==> config.mk <==
export PLATFORM = sky130hd
export DESIGN_NAME = uart_loader
export DESIGN_NICKNAME = d
export VERILOG_FILES = /design/src/rtl/uart_loader_pkg.sv /design/src/rtl/uart_rx_byte.sv /design/src/rtl/uart_loader.sv
export SDC_FILE = /design/constraint.sdc
export NUM_CORES = 1
export LEC_CHECK = 0
export CORE_MARGIN = 5
export CORE_UTILIZATION = 40
export DETAILED_ROUTE_END_ITERATION = 6
export GPL_TIMING_DRIVEN = 0
export PLACE_DENSITY = 0.61
export SETUP_SLACK_MARGIN = 0.1
export SYNTH_ARGS = -nofsm -noshare
export SYNTH_HDL_FRONTEND = slang
export SYNTH_SLANG_ARGS = --single-unit
==> constraint.sdc <==
create_clock -name clock -period 3.2 [get_ports clock]
set_input_delay 0.8 -clock clock [delete_from_list [all_inputs] [get_ports clock]]
set_output_delay 0.8 -clock clock [all_outputs]
set_load 0.005 [all_outputs]
==> src/rtl/uart_loader_pkg.sv <==
// Shared constants and state encodings for the UART program loader.
//   LOADER_START_BYTE    : frame header value
//   DEFAULT_CLKS_PER_BIT : 50 MHz / 115200 baud
//   loader_state_t       : loader FSM states (2-bit)
//   rx_state_t           : byte receiver states (2-bit)
package uart_loader_pkg;

  localparam logic [7:0] LOADER_START_BYTE    = 8'hA5;
  localparam int         DEFAULT_CLKS_PER_BIT = 434;

  typedef enum logic [1:0] {
    ST_IDLE = 2'd0,
    ST_LEN  = 2'd1,
    ST_DATA = 2'd2,
    ST_CSUM = 2'd3
  } loader_state_t;

  typedef enum logic [1:0] {
    RX_IDLE  = 2'd0,
    RX_START = 2'd1,
    RX_DATA  = 2'd2,
    RX_STOP  = 2'd3
  } rx_state_t;

endpackage

==> src/rtl/uart_rx_byte.sv <==
// 8N1 UART byte receiver: 2-flop synchronizer, bit timer, bit counter and
// LSB-first shift register.
// Ports:
//   i_clk        : system clock
//   i_rst_n      : synchronous active-low reset
//   i_clear      : synchronous receiver reset (loader disabled)
//   i_rx         : asynchronous RX line, idle high
//   o_byte_out   : last received byte, valid with o_byte_valid
//   o_byte_valid : 1-cycle pulse, byte received with good stop bit
//   o_frame_err  : 1-cycle pulse, stop bit sampled low
module uart_rx_byte
  import uart_loader_pkg::*;
#(
  parameter int CLKS_PER_BIT = DEFAULT_CLKS_PER_BIT
) (
  input  logic       i_clk,
  input  logic       i_rst_n,
  input  logic       i_clear,
  input  logic       i_rx,
  output logic [7:0] o_byte_out,
  output logic       o_byte_valid,
  output logic       o_frame_err
);

  localparam int            CW        = $clog2(CLKS_PER_BIT);
  localparam logic [CW-1:0] LAST_TICK = CW'(CLKS_PER_BIT - 1);
  localparam logic [CW-1:0] HALF_TICK = CW'(CLKS_PER_BIT / 2 - 1);

  rx_state_t     r_state, w_state;
  logic          r_rx_s1, r_rx_s2, r_rx_d;
  logic [CW-1:0] r_tick, w_tick;
  logic [2:0]    r_bit, w_bit;
  logic [7:0]    r_shift, w_shift;
  logic          r_valid, w_valid;
  logic          r_ferr, w_ferr;

  always_comb begin
    w_state = r_state;
    w_tick  = r_tick + 1'b1;
    w_bit   = r_bit;
    w_shift = r_shift;
    w_valid = 1'b0;
    w_ferr  = 1'b0;
    case (r_state)
      RX_IDLE: begin
        w_tick = '0;
        // falling edge of the synchronized line
        if (r_rx_d && !r_rx_s2) w_state = RX_START;
      end
      RX_START: begin
        // mid start bit: a high line here was only a glitch
        if (r_tick == HALF_TICK) begin
          w_tick  = '0;
          w_bit   = '0;
          w_state = r_rx_s2 ? RX_IDLE : RX_DATA;
        end
      end
      RX_DATA: begin
        if (r_tick == LAST_TICK) begin
          w_tick  = '0;
          w_shift = {r_rx_s2, r_shift[7:1]};
          w_bit   = r_bit + 3'd1;
          if (r_bit == 3'd7) w_state = RX_STOP;
        end
      end
      RX_STOP: begin
        if (r_tick == LAST_TICK) begin
          w_tick  = '0;
          w_state = RX_IDLE;
          if (r_rx_s2) w_valid = 1'b1;
          else         w_ferr  = 1'b1;
        end
      end
      default: w_state = RX_IDLE;
    endcase
  end

  always_ff @(posedge i_clk) begin
    if (!i_rst_n || i_clear) begin
      r_state <= RX_IDLE;
      r_rx_s1 <= 1'b1;
      r_rx_s2 <= 1'b1;
      r_rx_d  <= 1'b1;
      r_tick  <= '0;
      r_bit   <= '0;
      r_shift <= '0;
      r_valid <= 1'b0;
      r_ferr  <= 1'b0;
    end else begin
      r_rx_s1 <= i_rx;
      r_rx_s2 <= r_rx_s1;
      r_rx_d  <= r_rx_s2;
      r_state <= w_state;
      r_tick  <= w_tick;
      r_bit   <= w_bit;
      r_shift <= w_shift;
      r_valid <= w_valid;
      r_ferr  <= w_ferr;
    end
  end

  assign o_byte_out   = r_shift;
  assign o_byte_valid = r_valid;
  assign o_frame_err  = r_ferr;

endmodule

==> src/rtl/uart_loader.sv <==
// Serial program loader: receives frames {START_BYTE, LEN, DATA x LEN, CSUM}
// over UART and issues program-memory write strobes.
// Ports:
//   clock       : system clock
//   reset_N     : synchronous active-low reset
//   enable      : loader active; low forces IDLE and suppresses writes
//   rx          : asynchronous UART RX line, idle high
//   address_out : memory write address
//   data_out    : memory write data (holds between strobes)
//   wr_en_out   : 1-cycle write strobe
//   busy        : frame in progress
//   done        : last frame loaded with good checksum (sticky)
//   error       : last frame failed, checksum or framing (sticky)
module uart_loader
  import uart_loader_pkg::*;
#(
  parameter int         CLKS_PER_BIT = DEFAULT_CLKS_PER_BIT,
  parameter logic [7:0] START_BYTE   = LOADER_START_BYTE
) (
  input  logic       clock,
  input  logic       reset_N,
  input  logic       enable,
  input  logic       rx,
  output logic [7:0] address_out,
  output logic [7:0] data_out,
  output logic       wr_en_out,
  output logic       busy,
  output logic       done,
  output logic       error
);

  logic [7:0] w_byte;
  logic       w_byte_valid;
  logic       w_frame_err;

  uart_rx_byte #(
    .CLKS_PER_BIT(CLKS_PER_BIT)
  ) u_rx (
    .i_clk       (clock),
    .i_rst_n     (reset_N),
    .i_clear     (!enable),
    .i_rx        (rx),
    .o_byte_out  (w_byte),
    .o_byte_valid(w_byte_valid),
    .o_frame_err (w_frame_err)
  );

  loader_state_t r_state, w_next_state;
  logic [7:0]    r_addr, w_addr;
  logic [7:0]    r_data, w_data;
  logic          r_wr_en, w_wr_en;
  logic          r_done, w_done;
  logic          r_error, w_error;
  logic [7:0]    r_csum, w_csum;
  // 9 bits so a length byte of 0 can stand for 256
  logic [8:0]    r_count, w_count;

  always_comb begin
    w_next_state = r_state;
    // address advances the cycle after each strobe
    w_addr  = r_wr_en ? r_addr + 8'd1 : r_addr;
    w_data  = r_data;
    w_wr_en = 1'b0;
    w_done  = r_done;
    w_error = r_error;
    w_csum  = r_csum;
    w_count = r_count;
    if (!enable) begin
      w_next_state = ST_IDLE;
    end else begin
      case (r_state)
        ST_IDLE: begin
          if (w_byte_valid && w_byte == START_BYTE) begin
            w_next_state = ST_LEN;
            w_done       = 1'b0;
            w_error      = 1'b0;
            w_csum       = '0;
            w_addr       = '0;
          end
        end
        ST_LEN: begin
          if (w_byte_valid) begin
            w_count      = (w_byte == 8'd0) ? 9'd256 : {1'b0, w_byte};
            w_next_state = ST_DATA;
          end
        end
        ST_DATA: begin
          if (w_byte_valid) begin
            w_wr_en = 1'b1;
            w_data  = w_byte;
            w_csum  = r_csum + w_byte;
            w_count = r_count - 9'd1;
            if (r_count == 9'd1) w_next_state = ST_CSUM;
          end
        end
        ST_CSUM: begin
          if (w_byte_valid) begin
            if (w_byte == r_csum) w_done  = 1'b1;
            else                  w_error = 1'b1;
            w_next_state = ST_IDLE;
          end
        end
        default: w_next_state = ST_IDLE;
      endcase
      // framing errors only matter inside a frame
      if (w_frame_err && r_state != ST_IDLE) begin
        w_error      = 1'b1;
        w_next_state = ST_IDLE;
        w_wr_en      = 1'b0;
      end
    end
  end

  always_ff @(posedge clock) begin
    if (!reset_N) begin
      r_state <= ST_IDLE;
      r_addr  <= '0;
      r_data  <= '0;
      r_wr_en <= 1'b0;
      r_done  <= 1'b0;
      r_error <= 1'b0;
      r_csum  <= '0;
      r_count <= '0;
    end else begin
      r_state <= w_next_state;
      r_addr  <= w_addr;
      r_data  <= w_data;
      r_wr_en <= w_wr_en;
      r_done  <= w_done;
      r_error <= w_error;
      r_csum  <= w_csum;
      r_count <= w_count;
    end
  end

  assign address_out = r_addr;
  assign data_out    = r_data;
  assign wr_en_out   = r_wr_en;
  assign busy        = (r_state != ST_IDLE);
  assign done        = r_done;
  assign error       = r_error;

endmodule

==> metrics.md, run 1 <==
| Metric | Value |
|---|---|
| Status | complete, no violations |
| Worst-Margin Slew | 0.7868 ns |
| Net Count, Synth | 429 |
| CTS tree | done |
| Global Route Usage Sum | 15.63% |
| Clk_lat worst skew | 0.34 ns |
| Die Span Y | 102.4 um |
| WL/cell | 14.15 um |
| Cts repair resizes | 0 |
| Synth Warn # | 0 |
| Max-capacitance violation count | 0 |
| DR DRC count | 0 |
| Leak | 1.450 nW |
| Root Driver | clkbuf_8 |
| Die W | 102.4 um |
| Unrepaired setup endpoints after global routing | false |
| H-tree levels | 3 |
| Antenna viol nets, final | 0 |
| Total die area | 10490 um2 |
| Starting Density | 41.38% |
| Min Hold Slack | 0.4089 ns |
| Hold Fails Final Rpt | 0 |
| Clock-pin slew on the worst setup and hold paths | 0.07 ns |
| Clock sink count | 65 |
| Final Cell Area | 3979 um2 |
| HP Class | reg2reg |
| Post-CTS Setup Repair Bufs | 0 |
| Syn-to-layout area delta | 16.44% |
| Pwr Density | 401.2 nW/um2 |
| Rows | 33 |
| Synth Cell Area | 3417 um2 |
| Max Root-Sink Buffers | 2 |
| Grt total ovfl | 0 |
| Final period util | 80.29% |
| #FFs+latches synth | 65 |
| First-pass GRT wire length | 13.16 mm |
| Port Buffer Count | 22 |
| Fmax | 389.2 MHz |
| Vias | 2896 |
| Kind of critical path | reg2out |
| Max FO, Critical Path | 6 |
| Clock Skew | 0.005088 ns |
| Cells after synthesis | 401 |
| CP arrival | 1.77 ns |
| Sequential Area | 1301 um2 |
| Sequential share of the synthesized area | 38.08% |
| Synth Area per Inst | 8.521 um2 |
| Initial drt markers | 132 |
| Area after DPL | 3769 um2 |
| IO Pins | 24 |
| Drt pass-1 iters | 5 |
| Post-synth top area cell | dfxtp_1 |
| Pin count of the biggest net entering global routing | 11 |
| Share of cells above drive strength 1 | 7.534% |
| Startpoint Class | flop |
| Rel. slew slack | 47.14% |
| CP required | 2.40 ns |
| Setup violations, final | 0 |
| # diodes | 0 |
| Core ar. | 8258 um2 |
| Share of the synthesized area in the top cell type | 38.08% |
| Area of the multi-input gates | 1941 um2 |
| Post-synth EDFFs | 0 |
| Distinct cells, synth | 55 |
| DP HPWL | 5.494 mm |
| Largest cells by area after synthesis | dfxtp_1 (38%), ha_1 (8.4%), nand2_1 (5.5%) |
| Worst Setup End Kind | primary output |
| CTS Hold Bufs | 0 |
| Final nets | 462 |
| Initial antenna violation count | 0 |
| Final Wtd Congestion | 0.8237 |
| Synth async-reset ratio | 0% |
| Via-to-Cell Ratio | 5.333 |
| Top_reg_cell synth | dfxtp_1 |
| Commonest cells post-synth | dfxtp_1 (65), nand2_1 (50), nor2_1 (39) |
| Vias in the first global route | 2769 |
| Final WL | 7.685 mm |
| Filler instances | 814 |
| Maximum VDD drop | 0.2558 mV |
| Final min period | 2.569 ns |
| Final slew viol count | 0 |
| Setup TNS | 0 ns |
| CTS Buf Count | 9 |
| Most common cell in the netlist | dfxtp_1 |
-- layout make-up --
| class | instances | share of cell area, % |
|---|---|---|
| inverters | 18 | 1.698 |
| repair buffers | 22 | 5.535 |
| flip-flops and latches | 65 | 32.70 |
| plain buffers | 17 | 2.704 |
| well taps | 105 | 3.302 |
| clock buffers | 12 | 3.648 |
| multi-input cells | 301 | 48.77 |
| clock inverters | 3 | 1.635 |
-- flip-flops by register name (all words and copies together), names as in the netlist, 2 cells and up, named ones only --
name             count
address_out          8
data_out             8
r_count              9
r_csum               8
r_state              2
u_rx.o_byte_out      8
u_rx.r_bit           3
u_rx.r_tick          9
-- worst paths after layout --
path | from | end | slack (ns) | cells after the start
worst max register to register | r_state[0] | r_count[6] | 0.93 | 7
worst min register to register | u_rx.r_rx_s1 | u_rx.r_rx_s2 | 0.41 | 1
worst min-delay path | u_rx.r_rx_s1 | u_rx.r_rx_s2 | 0.41 | 1
worst max-delay path | r_state[0] | busy | 0.63 | 4
-- report_power, final --
group	internal, mW	leakage (nW)	total, mW	switching (mW)
sequential	0.810	0.524	0.810	0.000515
combinational	0.0105	0.820	0.0280	0.0175
clock	0.455	0.106	0.758	0.303
total	1.28	1.45	1.60	0.321
-- kinds of logic (layout without fill, tap and decap cells) --
group | after synthesis | count (layout) | synth area share (%)
simple gates | 167 | 167 | 23.54
fa+ha+maj | 24 | 24 | 9.008
buf+inv | 35 | 72 | 5.126
flops | 65 | 65 | 38.08
mux | 3 | 3 | 0.8788
xor+xnor | 19 | 19 | 4.870
compound gates | 88 | 88 | 18.49
-- routing by layer --
layer	track usage, %	vias to the layer above	wire length [um]
li1	-	1485	-
met1	20.55	1352	3752
met2	24.98	48	3520
met3	4.778	11	317
met4	4.036	0	94
met5	0	-	0
-- critical path, stage by stage (launching register included) --
cell	delay, ns
dfxtp_1	0.36
inv_1	0.09
ha_1	0.31
inv_1	0.14
clkdlybuf4s50_1	0.52
-- stage by stage --
step / worst slack, ns / util, % / power, mW / std cells
after floorplan: 1.325 / - / 0.8464 / 401
after detailed placement: 0.7699 / 45.64 / 0.8568 / 528
final: 0.6307 / 48.18 / 1.596 / 543
after global routing: 0.5431 / 48.18 / 1.663 / 543
after global placement: 0.7795 / 45.64 / 0.8571 / 528
after CTS: 0.6119 / 48.18 / 1.620 / 543
-- cells in the final DEF (no fill, tap or decap), types with 3 or more instances in the layout --
master and instances:
xnor2_1 6, and3_1 4, mux2i_1 3, a31o_2 3, a21boi_0 11, a21oi_1 22, o221a_2 4, dfxtp_1 65
nor2_1 39, a31oi_1 3, ha_1 23, clkbuf_1 13, o211ai_1 5, nand2_1 50, clkdlybuf4s50_1 22, a21boi_1 6
or3_1 3, nor4_1 3, nand3_1 27, buf_6 3, nand2b_1 4, nand4b_1 3, clkbuf_8 12, o21ai_0 13
inv_1 18, nor3_1 9, nor2b_1 4, nand3b_1 4, nand4_1 8, and2_1 3, a21o_1 3, xor2_1 13
Note: power is estimated with default switching activity, not from simulation.
==> run 2: changes to the inputs <==
PLACE_DENSITY = 0.63   (was 0.61)
clock period = 2.1 ns   (was 3.2 ns; I/O delays follow)
==> run 2 against run 1 <==
Compared with the run above: utilization grew 1.2 points; cell count grew 0.55%; routed wire length grew 5.5%; sequential power grew 52%; sequential cell count is the same; clock skew shrank 0.0020 ns; die area is the same; cell area grew 2.5%; global-route usage grew 0.88 points; via count grew 2.8%; critical path type is now reg2reg.
==> metrics.md, run 2 (synthesis results as in run 1) <==
| Metric | Value |
|---|---|
| Vias | 2978 |
| Final non-filler cell total | 546 |
| H-tree levels | 3 |
| Grt total ovfl | 0 |
| WL/cell | 14.85 um |
| Clock Skew | 0.003055 ns |
| Commonest non-fill, non-tap cell in the layout | dfxtp_1 |
| Cell breakdown of the critical path | ha_1, fa_1, a21oi_2, o211ai_1, a21oi_1, xor2_1, o21ai_0 |
| Final WL | 8.109 mm |
| Clk_lat worst skew | 0.34 ns |
| Port Buffer Count | 22 |
| Leak | 1.485 nW |
| Die Span Y | 102.4 um |
| Max FO, Critical Path | 7 |
| Core ar. | 8258 um2 |
| Fmax | 518.4 MHz |
| Total die area | 10490 um2 |
| Commonest cells after routing, fill and taps aside | dfxtp_1 (54), nand2_1 (50), nor2_1 (39) |
| # diodes | 0 |
| Final Wtd Congestion | 0.8081 |
| Startpoint Class | flop |
| Vias in the first global route | 2918 |
| Share of cells above drive strength 1 | 13.83% |
| CTS Buf Count | 9 |
| Worst-Margin Slew | 0.5043 ns |
| Registers with the most flip-flops | r_count (9), u_rx.r_tick (9) |
| Worst Setup End Kind | flop |
| Max Root-Sink Buffers | 2 |
| HP Class | reg2reg |
| Setup TNS | 0 ns |
| IO Pins | 24 |
| CP arrival | 2.16 ns |
| DR DRC count | 0 |
| Max-capacitance violation count | 0 |
| Initial drt markers | 106 |
| First-pass GRT wire length | 13.65 mm |
| Starting Density | 41.38% |
| Final nets | 464 |
| Kind of critical path | reg2reg |
| Initial antenna violation count | 0 |
| Worst path max stage delay | 0.44 ns |
| CP max stage cell | fa_1 |
| Pin count of the biggest net entering global routing | 13 |
| Final slew viol count | 0 |
| Rel. slew slack | 66.20% |
| Syn-to-layout area delta | 19.37% |
| CTS tree | done |
| Drt pass-1 iters | 5 |
| Clock-pin slew on the worst setup and hold paths | 0.07 ns |
| Overall power | 2.400 mW |
| DP HPWL | 5.806 mm |
| Clock sink count | 65 |
| Pwr Density | 588.3 nW/um2 |
| Final period util | 91.85% |
| Global Route Usage Sum | 16.51% |
| Setup violations, final | 0 |
| Status | complete, no violations |
| Final min period | 1.929 ns |
| Placed Instances | 528 |
| CTS Hold Bufs | 0 |
| Min Hold Slack | 0.4108 ns |
| Antenna viol nets, final | 0 |
| CP required | 2.33 ns |
| Maximum VDD drop | 0.4344 mV |
| Hold Fails Final Rpt | 0 |
| Unrepaired setup endpoints after global routing | true |
| Rows | 33 |
| Die W | 102.4 um |
| Via-to-Cell Ratio | 5.454 |
| Root Driver | clkbuf_8 |
## run 2: cell types whose count changed in the layout (fill, tap and decap cells not counted), moves of 3 or more
cell      before  now
dfxtp_1       65   54
dfxtp_2        0    7
clkbuf_1      13    7
dfxtp_4        0    4
buf_4          0    3
## run 2: repair_timing
item,in CTS,in global routing
pin swaps,7,3
buffers inserted,1,2
gates resized for setup,16,17
hold endpoints to repair,0,0
setup endpoints to repair,20,32
## run 2: area by class of cell
cell class / count / area (um2)
plain buffers: 16 / 110.1
clock buffers: 11 / 151.4
clock inverters: 5 / 62.56
fillers: 792 / 4179
inverters: 18 / 67.56
multi-input cells: 301 / 1989
flip-flops and latches: 65 / 1325
well taps: 105 / 131.4
repair buffers: 25 / 241.5
## run 2: metal layers
layer | share of wire [%] | track usage [%]
met1 | 47 | 20.74
met2 | 47 | 27.56
met3 | 4.9 | 4.096
met4 | 1.4 | 5.651
met5 | 0 | 0
## run 2: power by group
group / internal (mW) / switching, mW
sequential: 1.23 / 0.000801
clock: 0.619 / 0.509
combinational: 0.0160 / 0.0276
## run 2: path summary, 6_finish.rpt
check                startpoint           end  slack [ns]  cells past startpoint
max          u_rx.o_byte_out[0]     r_csum[6]        0.17                      7
min                u_rx.r_rx_s1  u_rx.r_rx_s2        0.41                      1
max reg2reg  u_rx.o_byte_out[0]     r_csum[6]        0.17                      7
min reg2reg        u_rx.r_rx_s1  u_rx.r_rx_s2        0.41                      1
## run 2: metrics by stage
stage	util (%)	setup WS, ns	cell area (um2)
3_5_place_dp	45.64	-0.1173	3769
2_1_floorplan	-	0.2443	3417
5_1_grt	49.39	0.08698	4079
4_1_cts	48.77	0.08595	4028
3_3_place_gp	45.64	-0.1222	3769
6_report	49.39	0.1711	4079
## run 2: worst max-delay path, delay by kind of cell, from the launching register on
family,cells,cell delay [ns]
XOR/XNOR,1,0.15
flip-flops,1,0.38
AO/OA/AOI/OAI,4,0.60
adder cells (fa/ha/maj),2,0.69
